[src/rtl/conv_pipe_sched.sv]
// conv_pipe_sched: handshake and pipeline scheduler for a streaming 1-D convolution.
// Loads F_SIZE filter coefficients and streams X_SIZE samples through a sliding
// window. Each completed window becomes a token travelling down a PLINE_STAGES deep
// valid pipeline toward the y output. A stalled y output freezes the whole pipeline.
// Optional feature: define CONV_PIPE_SCHED_STALL_CNT_EN to add the stall_cycles
// output, which counts the cycles where the y output is held off by its consumer.
module conv_pipe_sched #(
  parameter int X_SIZE       = 128,
  parameter int F_SIZE       = 32,
  parameter int PLINE_STAGES = 6
) (
  input  logic                      clk,
  input  logic                      reset,
  input  logic                      s_valid_x,
  output logic                      s_ready_x,
  input  logic                      s_valid_f,
  output logic                      s_ready_f,
  output logic                      xmem_wr_en,
  output logic                      fmem_wr_en,
  output logic [$clog2(F_SIZE)-1:0] fmem_addr,
  output logic                      en_pline_stages,
  output logic                      m_valid_y,
  input  logic                      m_ready_y,
  output logic                      conv_done
`ifdef CONV_PIPE_SCHED_STALL_CNT_EN
  ,
  output logic [15:0]               stall_cycles
`endif
);

  localparam int AW      = $clog2(F_SIZE);
  localparam int FCW     = $clog2(F_SIZE + 1);
  localparam int XCW     = $clog2(X_SIZE + 1);
  localparam int Y_TOTAL = X_SIZE - F_SIZE + 1;
  localparam int YCW     = $clog2(Y_TOTAL + 1);

  localparam logic [FCW-1:0] F_FULL = FCW'(F_SIZE);
  localparam logic [FCW-1:0] F_LAST = FCW'(F_SIZE - 1);
  localparam logic [XCW-1:0] X_FULL = XCW'(X_SIZE);
  localparam logic [XCW-1:0] X_LAST = XCW'(X_SIZE - 1);
  // Samples the window can hold before the coefficients are complete; also the
  // pre-increment count from which every accepted sample completes a window.
  localparam logic [XCW-1:0] X_WIN  = XCW'(F_SIZE - 1);
  localparam logic [YCW-1:0] Y_LAST = YCW'(Y_TOTAL - 1);

  typedef enum logic [1:0] {
    LOAD  = 2'd0,
    RUN   = 2'd1,
    DRAIN = 2'd2,
    DONE  = 2'd3
  } state_t;

  state_t                  state_q, state_d;
  logic [FCW-1:0]          fcnt_q, fcnt_d;
  logic [XCW-1:0]          xcnt_q, xcnt_d;
  logic [YCW-1:0]          ycnt_q, ycnt_d;
  logic                    win_new_q, win_new_d;
  logic [PLINE_STAGES-1:0] vld_q, vld_d;

  logic rst_meta_q, rst_sync_q;
  logic hold_off;
  logic y_hs;
  logic win_set;

  // Reset synchronizer: assertion is immediate, release waits two clock edges.
  // NOTE: the external reset goes straight to the synchronizer only; all other state
  // is cleared by its output, so every flop leaves reset on the same clock edge.
  always_ff @(posedge clk or negedge reset) begin
    if (!reset) begin
      rst_meta_q <= 1'b0;
      rst_sync_q <= 1'b0;
    end else begin
      rst_meta_q <= 1'b1;
      rst_sync_q <= rst_meta_q;
    end
  end

  // Between reset release and synchronizer release the FSM is still frozen, so the
  // input handshakes are closed to avoid accepting data that would be dropped.
  assign hold_off = reset & ~rst_sync_q;

  // Output side of the pipeline: the last valid stage drives y, and a stalled y
  // freezes every stage. Held low while the FSM is in reset so the pipeline is idle.
  assign m_valid_y       = vld_q[PLINE_STAGES-1];
  assign en_pline_stages = rst_sync_q & ~(m_valid_y & ~m_ready_y);
  assign y_hs            = m_valid_y & m_ready_y;

  // Input readiness, coefficient address and done pulse, decoded from the state.
  // NOTE: every output of a combinational block gets a default first so no path
  // through the case statement can leave it unassigned and infer a latch.
  always_comb begin
    s_ready_x = 1'b0;
    s_ready_f = 1'b0;
    fmem_addr = '0;
    conv_done = 1'b0;
    unique case (state_q)
      LOAD: begin
        s_ready_f = (fcnt_q < F_FULL);
        s_ready_x = (xcnt_q < X_WIN);
        fmem_addr = fcnt_q[AW-1:0];
      end
      RUN: begin
        // A completed window may only be replaced once the pipeline has taken it.
        s_ready_x = (xcnt_q < X_FULL) && (!win_new_q || en_pline_stages);
      end
      DRAIN: begin
      end
      DONE: begin
        conv_done = 1'b1;
      end
    endcase
    if (hold_off) begin
      s_ready_x = 1'b0;
      s_ready_f = 1'b0;
    end
  end

  assign xmem_wr_en = s_valid_x & s_ready_x;
  assign fmem_wr_en = s_valid_f & s_ready_f;
  assign win_set    = xmem_wr_en && (xcnt_q >= X_WIN);

  // Next-state logic: counters, window flag, valid pipeline and FSM transitions.
  always_comb begin
    state_d   = state_q;
    fcnt_d    = fcnt_q;
    xcnt_d    = xcnt_q;
    ycnt_d    = ycnt_q;
    win_new_d = win_new_q;
    vld_d     = vld_q;

    if (fmem_wr_en) fcnt_d = fcnt_q + FCW'(1);
    if (xmem_wr_en) xcnt_d = xcnt_q + XCW'(1);
    if (y_hs)       ycnt_d = ycnt_q + YCW'(1);

    // A new window wins over the capture of the previous one in the same cycle.
    if (win_set) begin
      win_new_d = 1'b1;
    end else if (en_pline_stages) begin
      win_new_d = 1'b0;
    end

    if (en_pline_stages) begin
      vld_d[0] = win_new_q;
      for (int i = 1; i < PLINE_STAGES; i++) begin
        vld_d[i] = vld_q[i-1];
      end
    end

    unique case (state_q)
      LOAD: begin
        if (fmem_wr_en && (fcnt_q == F_LAST)) state_d = RUN;
      end
      RUN: begin
        if (xmem_wr_en && (xcnt_q == X_LAST)) state_d = DRAIN;
      end
      DRAIN: begin
        if (y_hs && (ycnt_q == Y_LAST)) state_d = DONE;
      end
      DONE: begin
        state_d   = LOAD;
        fcnt_d    = '0;
        xcnt_d    = '0;
        ycnt_d    = '0;
        win_new_d = 1'b0;
        vld_d     = '0;
      end
    endcase
  end

  // State register for the FSM, counters and pipeline valid bits.
  // NOTE: sequential state uses non-blocking assignments so every flop samples the
  // values from before the edge, independent of statement order.
  always_ff @(posedge clk or negedge rst_sync_q) begin
    if (!rst_sync_q) begin
      state_q   <= LOAD;
      fcnt_q    <= '0;
      xcnt_q    <= '0;
      ycnt_q    <= '0;
      win_new_q <= 1'b0;
      vld_q     <= '0;
    end else begin
      state_q   <= state_d;
      fcnt_q    <= fcnt_d;
      xcnt_q    <= xcnt_d;
      ycnt_q    <= ycnt_d;
      win_new_q <= win_new_d;
      vld_q     <= vld_d;
    end
  end

`ifdef CONV_PIPE_SCHED_STALL_CNT_EN
  logic [15:0] stall_cnt_q, stall_cnt_d;

  // Saturating count of cycles where a y is offered but not taken; per frame.
  always_comb begin
    stall_cnt_d = stall_cnt_q;
    if (state_q == DONE) begin
      stall_cnt_d = '0;
    end else if (m_valid_y && !m_ready_y && (stall_cnt_q != 16'hFFFF)) begin
      stall_cnt_d = stall_cnt_q + 16'd1;
    end
  end

  // Stall counter register.
  always_ff @(posedge clk or negedge rst_sync_q) begin
    if (!rst_sync_q) begin
      stall_cnt_q <= '0;
    end else begin
      stall_cnt_q <= stall_cnt_d;
    end
  end

  assign stall_cycles = stall_cnt_q;
`endif

endmodule
[config.mk]
export PLATFORM = sky130hd
export DESIGN_NAME = conv_pipe_sched
export DESIGN_NICKNAME = d
export VERILOG_FILES = /design/src/rtl/conv_pipe_sched.sv
export SDC_FILE = /design/constraint.sdc
export NUM_CORES = 1
export LEC_CHECK = 0
export BUFFER_PORTS_ARGS = -buffer_cell sky130_fd_sc_hd__buf_2
export CAP_MARGIN = 20
export CORE_AREA = 2 2 62 52
export DETAILED_ROUTE_END_ITERATION = 10
export DIE_AREA = 0 0 64 54
export PLACE_DENSITY = 0.89
export REMOVE_ABC_BUFFERS = 1
export SLEW_MARGIN = 20
export SYNTH_ARGS = -nofsm -noshare
export SYNTH_HDL_FRONTEND = slang
export SYNTH_SLANG_ARGS = --single-unit
[constraint.sdc]
create_clock -name clk -period 3.8 [get_ports clk]
set_input_delay 0.38 -clock clk [delete_from_list [all_inputs] [get_ports clk]]
set_output_delay 0.38 -clock clk [all_outputs]
set_load 0.05 [all_outputs]
==> metrics.cfg <==
[clock_network]
cts_max_level = 2
post_cts_buffers = 0
clk_latency_ns = 0.34
clock_sinks = 32
cts_tree = yes
cts_made_buffers = 5
cts_repair_resize_count = 0
cts_root_buf = clkbuf_4
clk_path_buf_depth = 2
path_clk_slew_ns = 0.11

[logic_synthesis]
yosys_most_used_dff = dfrtp_1
synth_seq_cells = 32
synth-xor-area-share_pct = 6.21
synth.avg_cell_area_sq_um = 9.84
synth.area.top_cells = dfrtp_1 47%, ha_1 5.9%, nor2_1 5.1%
synthDistinctLibCells = 40
synth_top_area_share_pct = 47.3
yosys_warnings = 0
synth_commonest_cells = 32 x dfrtp_1, 23 x nor2_1, 17 x nand2_1
synth.most_common_cell = dfrtp_1
synth-simple-area-share_pct = 22.2
synth_top_area_cell = dfrtp_1
synthAdderAreaFrac_pct = 5.91
synth_cells = 172
synth_edf_count = 0
synth_compound_area_share_pct = 10.1
ys_async_sr_fraction_pct = 100
synthMuxAreaShare_pct = 3.33
seq_area_frac_synth_pct = 47.3
syn_area_sq_um = 1690
synth_top_family_by_area = simple AND/OR/NAND/NOR gates

[finish]
layout.cells.non_filler = 233
final_area_sq_um = 1900
insertedDiodeCount = 0
nets = 205
area_delta_synth_final_pct = 12.0
finish.utilization_pct = 65.3
layout-drive-gt1-share_pct = 20.7

[routing]
drtIter0Drc = 91
drc = 0
wl_microns = 3350
drt-wirelength-per-cell_microns = 14.4
ant_nets = 0
first_pass_iters = 4
vias = 1277
via_per_inst = 5.48

[power]
switching_power_mw = 0.457
p_seq_share_pct = 37.5
vdd_drop_max_mv = 0.502
clkPwrFrac_pct = 23.7
sw_frac_of_total_pct = 41.5
comb_power_share_pct = 38.8
power_density_nw_per_um2 = 580
internal-power_mw = 0.644
p_leak_nw = 0.908
power_mw = 1.10

[floorplan]
core_sq_um = 2910
fp.dieH_microns = 54
io_pins = 17
die_w_microns = 64
start_util_pct = 58.3
num_rows = 18
dieArea_sq_um = 3460

[sta]
setup_viol = 0
tightestPinTransition_ns = 0.864
fmax_mhz = 346
hold_viol = 0
final_max_slew_viol_count = 0
finalCritPeriodShare_pct = 76.0
rsz0062_at_grt = no
fin_skew_ns = 0.00979
layout_min_cycle_time_ns = 2.89
finalWorstSetupSlack_ns = 0.911
holdWs_ns = 0.281
finalSetupTns_ns = 0
maxSlewHeadroom_pct = 42.4

[place]
gp_congestion = 0.826
place_inst = 224
post_dp_cell_area_sq_um = 1810
pre_cts_slack_ns = 1.31
port_buffers = 16
dp_hpwl_microns = 2380

[global_route]
overflow = 0
track_usage_pct = 21.6
antenna_found_initial = 0
grt_pass1_vias = 1203
grt_pass1_wl_microns = 5450
grt_max_degree = 33

[status]
run_status = completed

[critical_path]
crit_family = simple AND/OR/NAND/NOR gates
worstPathMaxFanout = 11
cpMaxStageDelayCell = o32ai_2
cp.required_ns = 3.42
path_cells = ha_1 > and4_4 > or4_4 > o32ai_2 > buf_2
crit_path_start_kind = flip-flop
cp_num_buf_inv = 1
cp_slowest_stage_delay_ns = 0.50
arrival_ns = 2.51
end_kind = primary output
crit_type = flip-flop to primary output

[hold_path]
hp-class = flip-flop to async pin

[job]
drv_cap = 0

==> metal layers <==
metal  track usage, %  up-vias  part of all wire, %
met5                0        -                    0
met4             9.42        0                  1.2
met3             5.23        5                  4.8
met2             39.4       41                   52
met1             24.6      618                   42
li1                 -      613                    -
==> final timing paths <==
kind                       slack, ns  depth (start not counted)  startpoint          to
min reg2reg                     0.28                          1  rst_sync_q   xcnt_q[5]
max in group asynchronous       3.22                          1  rst_sync_q   win_new_q
max reg2reg                     1.31                          6   xcnt_q[0]   xcnt_q[5]
min in group clk                0.34                          3   m_ready_y   ycnt_q[1]
max                             0.91                          5   xcnt_q[0]  xmem_wr_en
min                             0.28                          1  rst_sync_q   xcnt_q[5]
==> cell usage in the layout, fill, tap and decap left out, types with 2 or more instances in the layout <==
cell type	count
a21o_1	3
a21oi_1	7
a21oi_2	3
and2_1	5
and3_1	4
buf_2	16
buf_4	2
clkbuf_4	5
dfrtp_1	32
ha_1	8
inv_1	13
mux2i_1	3
nand2_1	17
nand3_1	9
nand3_2	2
nand3b_1	2
nor2_1	23
nor3_1	2
o41ai_1	2
xnor2_1	7
xor2_1	5
==> area by class of cell <==
class / count / area, sq um
inverter: 13 / 48.8
multi-input combinational: 121 / 812
tap: 40 / 50.0
timing repair buffer: 19 / 105
clock inverter: 3 / 42.5
clock buffer: 5 / 37.5
fill: 235 / 1010
sequential: 32 / 801
==> flip-flops by register name (all words and copies together) (netlist names) <==
name and cells:
fcnt_q 6, rst_meta_q 1, rst_sync_q 1, state_q 2, vld_q 6, win_new_q 1, xcnt_q 8, ycnt_q 7
==> kinds of logic after synthesis <==
logic type / count (synthesis)
other: 1
and+or+nand+nor: 73
DFF: 32
AOI/OAI and AO/OA: 22
muxes: 5
buffers and inverters: 19
xor gates and xnor gates: 12
adders and majority gates: 8
==> what timing repair did <==
action / in CTS / in global routing
endpoints found under the hold margin: 2 / 0
endpoints found under the setup margin: 0 / 0
hold buffers: 1 / 0
==> power by group through the flow <==
stage	combinational (mW)	sequential, mW	clock, mW
final	0.427	0.413	0.261
after global routing	0.462	0.418	0.283
after CTS	0.428	0.412	0.268
after detailed placement	0.421	0.419	0
after global placement	0.399	0.413	0
after floorplan	0.315	0.414	0
Power figures use the tool's default switching activity.
